--- config.mk ---
export PLATFORM = sky130hd
export DESIGN_NAME = c64_key_event_queue
export DESIGN_NICKNAME = d
export VERILOG_FILES = /design/src/rtl/c64_keys_pkg.sv /design/src/rtl/key_evt_fifo.sv /design/src/rtl/c64_key_event_queue.sv
export SDC_FILE = /design/constraint.sdc
export NUM_CORES = 1
export LEC_CHECK = 0
export BUFFER_PORTS_ARGS = -buffer_cell sky130_fd_sc_hd__buf_2
export CAP_MARGIN = 20
export CORE_MARGIN = 1.5
export CORE_UTILIZATION = 40
export CTS_CLUSTER_DIAMETER = 200
export DETAILED_ROUTE_END_ITERATION = 8
export PLACE_DENSITY = 0.71
export SLEW_MARGIN = 20
export SYNTH_ARGS = -nofsm -noshare
export SYNTH_HDL_FRONTEND = slang
export SYNTH_SLANG_ARGS = --single-unit
--- constraint.sdc ---
create_clock -name sysclk -period 3.6 [get_ports sysclk]
set_input_delay 0.36 -clock sysclk [delete_from_list [all_inputs] [get_ports sysclk]]
set_output_delay 0.36 -clock sysclk [all_outputs]
set_load 0.005 [all_outputs]
--- src/rtl/c64_keys_pkg.sv ---
`default_nettype none
// ============================================================================
// Module      : c64_keys_pkg
// Description : Shared definitions for the C64 keyboard event path.
//               Covers the matrix size, the event byte layout, an event
//               builder, and the key index map used by the menu firmware.
// Revision    : 1.0 - initial release
// ============================================================================
package c64_keys_pkg;

    localparam int C64_NUM_KEYS      = 64;
    localparam int KEY_EVT_BREAK_BIT = 7;

    // Event byte: bit 7 = break (1) / make (0), bit 6 reserved (0), 5:0 key index
    typedef struct packed {
        logic       brk;
        logic       rsvd;
        logic [5:0] idx;
    } key_evt_t;

    // Key index map as seen by the firmware (row*8 + column of the matrix)
    localparam logic [5:0] KEY_IDX_DEL     = 6'd0;
    localparam logic [5:0] KEY_IDX_RETURN  = 6'd1;
    localparam logic [5:0] KEY_IDX_CRSR_LR = 6'd2;
    localparam logic [5:0] KEY_IDX_F7      = 6'd3;
    localparam logic [5:0] KEY_IDX_F1      = 6'd4;
    localparam logic [5:0] KEY_IDX_F3      = 6'd5;
    localparam logic [5:0] KEY_IDX_F5      = 6'd6;
    localparam logic [5:0] KEY_IDX_CRSR_UD = 6'd7;
    localparam logic [5:0] KEY_IDX_SPACE   = 6'd60;
    localparam logic [5:0] KEY_IDX_RUNSTOP = 6'd63;  // menu key

    // A released level (1) on the active-low matrix yields a break event
    function automatic key_evt_t make_key_evt(input logic released, input logic [5:0] idx);
        logic [7:0] v;
        v                    = '0;
        v[KEY_EVT_BREAK_BIT] = released;
        v[5:0]               = idx;
        return key_evt_t'(v);
    endfunction

endpackage
`default_nettype wire

--- src/rtl/key_evt_fifo.sv ---
`default_nettype none
// ============================================================================
// Module      : key_evt_fifo
// Description : Generic synchronous circular-buffer FIFO.
//               Ports: clk, rst (sync, active-high), i_push/i_wdata,
//               i_pop, o_rdata (head, combinational, 0 when empty),
//               o_full, o_empty, o_count.
//               A push while full is refused even with a simultaneous pop;
//               a pop while empty is ignored.
// Revision    : 1.0 - initial release
// ============================================================================
module key_evt_fifo #(
    parameter int WIDTH = 8,
    parameter int DEPTH = 8
) (
    input  logic                     clk,
    input  logic                     rst,
    input  logic                     i_push,
    input  logic [WIDTH-1:0]         i_wdata,
    input  logic                     i_pop,
    output logic [WIDTH-1:0]         o_rdata,
    output logic                     o_full,
    output logic                     o_empty,
    output logic [$clog2(DEPTH):0]   o_count
);

    localparam int                c_PTR_W   = $clog2(DEPTH);
    localparam logic [c_PTR_W-1:0] c_PTR_ONE = 1;
    localparam logic [c_PTR_W:0]   c_CNT_ONE = 1;
    localparam logic [c_PTR_W:0]   c_CNT_MAX = DEPTH[c_PTR_W:0];

    logic [WIDTH-1:0]   r_mem [DEPTH];
    logic [c_PTR_W-1:0] r_wr;
    logic [c_PTR_W-1:0] r_rd;
    logic [c_PTR_W:0]   r_count;

    logic w_do_push;
    logic w_do_pop;

    assign o_full    = (r_count == c_CNT_MAX);
    assign o_empty   = (r_count == '0);
    assign o_count   = r_count;
    // Fullness is judged on the pre-pop count
    assign w_do_push = i_push & ~o_full;
    assign w_do_pop  = i_pop  & ~o_empty;
    // Gate the head so stale storage never shows after reset or draining
    assign o_rdata   = o_empty ? '0 : r_mem[r_rd];

    always_ff @(posedge clk) begin
        if (w_do_push) begin
            r_mem[r_wr] <= i_wdata;
        end
    end

    always_ff @(posedge clk) begin
        if (rst) begin
            r_wr    <= '0;
            r_rd    <= '0;
            r_count <= '0;
        end else begin
            if (w_do_push) begin
                r_wr <= r_wr + c_PTR_ONE;
            end
            if (w_do_pop) begin
                r_rd <= r_rd + c_PTR_ONE;
            end
            case ({w_do_push, w_do_pop})
                2'b10:   r_count <= r_count + c_CNT_ONE;
                2'b01:   r_count <= r_count - c_CNT_ONE;
                default: r_count <= r_count;
            endcase
        end
    end

endmodule
`default_nettype wire

--- src/rtl/c64_key_event_queue.sv ---
`default_nettype none
// ============================================================================
// Module      : c64_key_event_queue
// Description : Scans the 64-key C64 matrix one key per SCAN_DIV cycles.
//               A level change must be seen on two consecutive passes to
//               be accepted, and accepted changes are queued as make/break
//               events.
//               Ports: sysclk, reset (sync, active-high), enable, keys
//               (active-low matrix), evt_data/evt_valid/evt_ack/evt_count
//               (event queue head and pop), overflow/clr_overflow (sticky
//               refused-event flag).
// Revision    : 1.0 - initial release
// ============================================================================
module c64_key_event_queue
    import c64_keys_pkg::*;
#(
    parameter int FIFO_DEPTH = 8,
    parameter int SCAN_DIV   = 16
) (
    input  logic                        sysclk,
    input  logic                        reset,
    input  logic                        enable,
    input  logic [63:0]                 keys,
    output logic [7:0]                  evt_data,
    output logic                        evt_valid,
    input  logic                        evt_ack,
    output logic [$clog2(FIFO_DEPTH):0] evt_count,
    output logic                        overflow,
    input  logic                        clr_overflow
);

    localparam logic [7:0] c_DIV_LAST = 8'(SCAN_DIV - 1);

    logic [C64_NUM_KEYS-1:0] r_keys;
    logic [C64_NUM_KEYS-1:0] r_stable;
    logic [C64_NUM_KEYS-1:0] r_pend;
    logic [7:0]              r_div;
    logic [5:0]              r_idx;
    logic                    r_overflow;

    logic     w_slot;
    logic     w_key;
    logic     w_diff;
    logic     w_commit;
    logic     w_push;
    logic     w_refuse;
    logic     w_full;
    logic     w_empty;
    key_evt_t w_evt;

    assign w_slot   = enable && (r_div == c_DIV_LAST);
    assign w_key    = r_keys[r_idx];
    assign w_diff   = (w_key != r_stable[r_idx]);
    // Second consecutive sighting of the same difference
    assign w_commit = w_slot & w_diff & r_pend[r_idx];
    assign w_push   = w_commit & ~w_full;
    assign w_refuse = w_commit &  w_full;
    assign w_evt    = make_key_evt(w_key, r_idx);

    assign evt_valid = ~w_empty;
    assign overflow  = r_overflow;

    always_ff @(posedge sysclk) begin
        if (reset) begin
            r_keys <= '1;
        end else begin
            r_keys <= keys;
        end
    end

    always_ff @(posedge sysclk) begin
        if (reset) begin
            r_div <= '0;
            r_idx <= '0;
        end else if (enable) begin
            if (r_div == c_DIV_LAST) begin
                r_div <= '0;
                r_idx <= r_idx + 6'd1;  // wraps 63 -> 0
            end else begin
                r_div <= r_div + 8'd1;
            end
        end
    end

    always_ff @(posedge sysclk) begin
        if (reset) begin
            r_stable <= '1;
            r_pend   <= '0;
        end else if (w_slot) begin
            if (!w_diff) begin
                r_pend[r_idx] <= 1'b0;
            end else if (!r_pend[r_idx]) begin
                r_pend[r_idx] <= 1'b1;
            end else if (!w_full) begin
                r_stable[r_idx] <= w_key;
                r_pend[r_idx]   <= 1'b0;
            end
            // Refused commit: stable and pend untouched so the next pass retries
        end
    end

    // Set wins over clear in the same cycle
    always_ff @(posedge sysclk) begin
        if (reset) begin
            r_overflow <= 1'b0;
        end else if (w_refuse) begin
            r_overflow <= 1'b1;
        end else if (clr_overflow) begin
            r_overflow <= 1'b0;
        end
    end

    key_evt_fifo #(
        .WIDTH (8),
        .DEPTH (FIFO_DEPTH)
    ) u_fifo (
        .clk     (sysclk),
        .rst     (reset),
        .i_push  (w_push),
        .i_wdata (w_evt),
        .i_pop   (evt_ack),
        .o_rdata (evt_data),
        .o_full  (w_full),
        .o_empty (w_empty),
        .o_count (evt_count)
    );

endmodule
`default_nettype wire

After elaboration in Yosys (flattened, before gate mapping)
Memories as Yosys holds them, arrays and structs flattened. A register that Yosys moved wholly into a read port is not among the register bits.
Cells that the tools add are included.
Cells by class
  equality and inequality tests: 6
  order comparisons: 2
  multipliers: 0
  shift operators: 0
  muxes and demuxes: 21
  div/mod/pow operators: 0
  add/subtract/negate cells: 6
  bitwise operators: 11
  reductions and logical operators: 8
Operators with widths (count)
  $mux 64: 3
  $and 64x64->64: 1
  $bwmux 64: 1
  $not 64->64: 1
  $or 64x64->64: 1
  $bmux 1 s6: 3
  $mux 8: 2
  $add 8x1->8 const B: 1
  $eq 8x4->1 const B: 1
  $mux 1: 8
  $pmux 4 s2: 1
  $lt 6x7->1 const B: 1
  $add 3x1->3 const B: 2
  $add 6x1->6 const B: 1
  $and 1x1->1: 6
  $demux 1 s6: 1
  $ge 6x1->1 const B: 1
  $mux 3: 2
  $add 4x1->4 const B: 1
  $eq 4x4->1 const B: 1
  $logic_not 4->1: 1
  $reduce_and 2->1: 2
  $reduce_and 4->1: 1
  $reduce_bool 2->1: 2
  7 further kinds: 9
Word-level totals
  input port bits: 69
  memories: 1
  memory bits (read-only): 0
  output and inout port bits: 14
  logic and storage cells: 64
  bits in writable memories: 56
  register bits: 217
  bits in latches: 0
Memory list
  u_fifo.r_mem: words 8, bits a word 7, read ports 1, clocked after Yosys merged registers in 1, write ports 1, line key_evt_fifo.sv:32  | logic [WIDTH-1:0] r_mem [DEPTH];

Logic depth before layout (Yosys ltp)
  word-level depth: 9
  gate-level depth with buffers: 19
  gate-level depth less buffers: 15

Cells and area by module
A second synthesis with hierarchy kept.
Second synthesis, totals
  cells, all modules: 1205
  area total of the unflattened synthesis: 12879.9 µm²
By module, submodules not included
  c64_key_event_queue: seq. area each 4144.0 µm², area each 9745.6 µm², times used 1, cells an instance 1030
  key_evt_fifo: seq. area each 2182.1 µm², area each 3134.3 µm², times used 1, cells an instance 175

Worst setup path before layout
OpenSTA, ideal clock, no wires.
  kind: register -> register
  start point: reg r_idx[1]
  end point: reg u_fifo.r_count[2] (netlist: u_fifo.o_count[2])
  data arrival time: 3.629 ns
  cell stages (with the launch flop): 18
  setup slack: -0.100 ns
  buffers on the path: 2
  setup time: 0.070 ns
  cell sequence: dfxtp_1 buf_6 buf_6 mux2_4 a221o_1 a22oi_2 o211ai_1 nor4_4 xnor2_2 and3_4 inv_2 ha_1 xor2_1 ha_1 a21oi_1 xor2_1 or3_1 a21oi_1
On the way
  longest elaborated chain between the ends: 9
RTL lines
  from (decl): line c64_key_event_queue.sv:38  | logic [5:0] r_idx;
  from (signal assigned): line c64_key_event_queue.sv:78  | r_idx <= r_idx + 6'd1;
  $bmux 1 s6 (on tied branches): line c64_key_event_queue.sv:52, c64_key_event_queue.sv:53
  $mux 1 (on tied branches): line c64_key_event_queue.sv:52, c64_key_event_queue.sv:53
  $ne 1x1->1: line c64_key_event_queue.sv:53  | assign w_diff = (w_key != r_stable[r_idx]);
  $and 1x1->1: line c64_key_event_queue.sv:55  | assign w_commit = w_slot & w_diff & r_pend[r_idx];
  $and 1x1->1 (*): line c64_key_event_queue.sv:55
  $and 1x1->1 (*): line c64_key_event_queue.sv:56  | assign w_push = w_commit & ~w_full;
  $and 1x1->1 (*): line key_evt_fifo.sv:44  | assign w_do_push = i_push & ~o_full;
  $eq 2x1->1 / $eq 2x2->1 (equally long branches): line key_evt_fifo.sv:67  | case ({w_do_push, w_do_pop})
  $pmux 4 s2 / $reduce_bool 2->1 (equally long branches)
  to (signal assigned): line key_evt_fifo.sv:68  | 2'b10: r_count <= r_count + c_CNT_ONE;
  to (signal assigned): line key_evt_fifo.sv:69  | 2'b01: r_count <= r_count - c_CNT_ONE;
  to (signal assigned): line key_evt_fifo.sv:70  | default: r_count <= r_count;
  to (decl): line key_evt_fifo.sv:35  | logic [c_PTR_W:0] r_count;
Every way passes the cells marked *; elsewhere a longest branch is shown, timed or not. The select of a mux whose other input is x is not followed.
A chain may end at the register's enable or synchronous reset.

Final worst setup path
  start point: reg r_idx[1]
  end point: reg u_fifo.r_count[3] (netlist: u_fifo.o_count[3])
The elaborated chain is that of the path after synthesis.

==> results.cfg <==
[synthesis]
synth_xor_area_frac = 0.0128
yosys.area.top_type = dfxtp_1
yosysWarnings = 0
synthAdderAreaFrac = 0.00679
syn_area_um2 = 12900
postSynthCellCount = 1222
synth_top_family_by_area = simple AND/OR/NAND/NOR gates
synth.distinct_cells = 72
syn-num-nets = 1298
yosysMostFrequentCell = dfxtp_1
synth_area_leaders = dfxtp_1, edfxtp_1, mux2i_1
synth_ff_type = dfxtp_1
ys_seq_area_frac = 0.472
synth_seq_cells = 276
syn_avg_cell_area_um2 = 10.5
yosysTopAreaCellShare = 0.342
synthMuxAreaShare = 0.142
synth_edf_count = 56
ys_async_sr_fraction = 0
yosys.area_share.simple = 0.198
synthTopCellsByCount = dfxtp_1, nor2_1, mux2i_1
synth_compound_area_frac = 0.118

[status]
status = complete, but fails checks
violations = setup timing

[layout]
fin_cells = 1742
nets = 1396
syn2layout_area_growth_pct = 18.0
drive_gt1_frac = 0.314
antenna_cells = 0
fillers = 2784
stdcell_area_um2 = 15200

[power]
cellInternalPower_mw = 5.03
combPwrFrac = 0.031
leakage_nw = 5.59
p_switching_mw = 1.33
finalPower_mw = 6.36
power_density_nw_per_um2 = 418
ir_worst_vdd_uv = 307
swShare = 0.209
seq_power_share = 0.502
power.share.clock = 0.467

[setup_path]
worst_path_largest_cell_delay_ns = 0.43
crit_chain = buf_12 -> mux2_2 -> a221o_1 -> a22oi_2 -> o211ai_1 -> nor4_4 -> buf_4 -> xnor2_4 -> and3_4 -> inv_2 -> ha_2 -> buf_4 -> nor4bb_1 -> a21oi_1 -> or3_1 -> a21oi_1
cp_top_family = simple AND/OR/NAND/NOR gates
worst_path_max_delay_cell = dfxtp_4
start_kind = flop
arrival_ns = 4.15
crit_path_max_fanout = 13
cp.required_ns = 4.07
end_kind = flop
path_buf_inv = 4
worst-setup-path-type = reg2reg

[place]
pre_cts_slack_ns = -0.0910
hpwl_um = 21200
place.gp.congestion = 0.856
place_inst = 1680
port_buffers = 81
dpl_cell_area_um2 = 14000

[run]
max_cap_violations = 0

[sta]
layout_setup_ws_ns = -0.0805
hold_violations = 0
fin_crit_sh = 1.02
tightest_slew_ns = 0.889
finalSetupViolations = 1
fin_crit_ns = 3.68
max_freq_ghz = 0.272
rsz0062_at_grt = yes
maxSlewViolCount = 0
relSlewSlack = 0.407
fin_skew_ns = 0.0245

[clock_tree]
clk_root_buffer_cell = clkbuf_16
clk_latency_ns = 0.55
cts.sinks = 276
cts_inserted_buffers = 27
path_clk_slew_ns = 0.07
cts_buffer_depth = 3
h-tree-depth = 1
cts_tree = done

[floorplanning]
core_area_um2 = 31600
die_area_um2 = 33300
start_util = 0.407
die_w_um = 183
num_io_pins = 83
die_h_um = 183
rows = 65

[grt]
track_usage = 0.195
grt_pass1_wl_um = 52200
grt_antenna_before_repair = 0
grt_pass1_vias = 9737
grt_max_degree = 137
grt.overflow.total = 0

[routing]
firstDrtPassIters = 5
vias = 9658
wl_per_cell_um = 18.8
routed_wirelength_um = 32700
vias_per_cell = 5.54
drc = 0
drt_iter0_drc = 866
antenna_left = 0

[min_path]
hold_class = in2reg
path summary, 6_finish.rpt:
kind	endpoint	cells past startpoint	slack, ns	from
hold / removal	r_keys[44]$_SDFF_PP1_	2	0.01	keys[44]
hold reg to reg	overflow$_SDFFE_PP0P_	2	0.47	overflow$_SDFFE_PP0P_
setup / recovery	u_fifo.o_count[3]$_SDFFE_PP0P_	16	-0.08	r_idx[1]$_SDFFE_PP0N_
setup reg to reg	u_fifo.o_count[3]$_SDFFE_PP0P_	16	-0.08	r_idx[1]$_SDFFE_PP0N_
area by class of cell:
| type | count | area (µm²) | share of cell area |
|---|---|---|---|
| multi-input combinational | 819 | 6240 | 0.410 |
| sequential | 276 | 6100 | 0.401 |
| timing repair buffer | 183 | 1360 | 0.0894 |
| clock buffer | 38 | 830 | 0.0545 |
| tap | 402 | 503 | 0.0331 |
| clock inverter | 11 | 129 | 0.00847 |
| inverter | 13 | 48.8 | 0.00321 |
power groups by stage:
stage	sequential (mW)	combinational [mW]	clock, mW
6_report	3.19	0.195	2.97
5_1_grt	3.19	0.212	3.15
4_1_cts	3.19	0.193	3.02
3_5_place_dp	3.26	0.184	0
3_3_place_gp	3.27	0.181	0
2_1_floorplan	3.26	0.127	0
placed cells by master (no fill, tap or decap), types with 4 or more instances in the layout:
master | Yosys | final
nand3b_1 | 12 | 12
nand3_2 | 59 | 59
nand2_1 | 34 | 33
a21oi_1 | 83 | 81
clkbuf_16 | 0 | 30
inv_2 | 4 | 4
inv_1 | 9 | 9
or3b_2 | 5 | 5
dlygate4sd3_1 | 0 | 11
xnor2_1 | 6 | 6
nand3_1 | 17 | 17
a221oi_1 | 7 | 6
buf_2 | 23 | 80
buf_6 | 12 | 4
a22oi_1 | 7 | 7
or2_2 | 65 | 65
o22ai_1 | 8 | 8
and2_1 | 4 | 4
buf_12 | 0 | 10
nor2b_1 | 5 | 4
xor2_1 | 11 | 11
nor4_1 | 5 | 4
or3_1 | 4 | 4
and3b_1 | 4 | 4
clkbuf_8 | 0 | 7
ha_1 | 7 | 4
buf_4 | 5 | 77
edfxtp_1 | 56 | 56
nor2_1 | 106 | 106
nand4_1 | 6 | 6
mux4_2 | 32 | 32
a211oi_1 | 66 | 66
and3_1 | 6 | 6
nor3_1 | 77 | 77
mux2i_1 | 101 | 101
o21ai_0 | 6 | 6
dfxtp_1 | 220 | 217
a21oi_4 | 8 | 9
mux2_2 | 6 | 6
nand2b_1 | 10 | 10
layer usage:
layer,part of all wire,GRT usage,up-vias,wire length [µm]
met5,0,0,-,0
met4,0.024,0.0585,0,792
met3,0.055,0.0305,52,1800
met2,0.47,0.319,290,15300
met1,0.45,0.265,4667,14800
li1,-,-,4649,-
per-stage QoR:
stage	util	setup TNS, ns	hold WS [ns]
2_1_floorplan	-	0	0.454
3_3_place_gp	0.444	-0.0344	0.453
3_5_place_dp	0.444	-0.155	0.465
4_1_cts	0.478	-0.121	0.000169
5_1_grt	0.481	-0.435	0.00279
6_report	0.481	-0.0805	0.0111
worst reg2reg max path, cell delays in order (launching register included):
cell      delay [ns]
dfxtp_4         0.43
buf_12          0.18
mux2_2          0.34
a221o_1         0.31
a22oi_2         0.21
o211ai_1        0.16
nor4_4          0.18
buf_4           0.18
xnor2_4         0.13
and3_4          0.21
inv_2           0.04
ha_2            0.18
buf_4           0.15
nor4bb_1        0.33
a21oi_1         0.13
or3_1           0.31
a21oi_1         0.13
cells by family after synthesis:
group / count (synthesis)
fa+ha+maj: 7
flops: 276
xor+xnor: 18
simple gates: 433
mux: 142
other cells: 1
buf+inv: 127
compound gates: 218
what timing repair did:
action,in CTS,in global routing
buffers inserted,0,1
gates resized for setup,2,12
hold endpoints to repair,10,1
hold buffers,10,1
pin swaps,1,3
cloned,0,1
setup endpoints to repair,2,3
(Power assumes the default switching activity.)
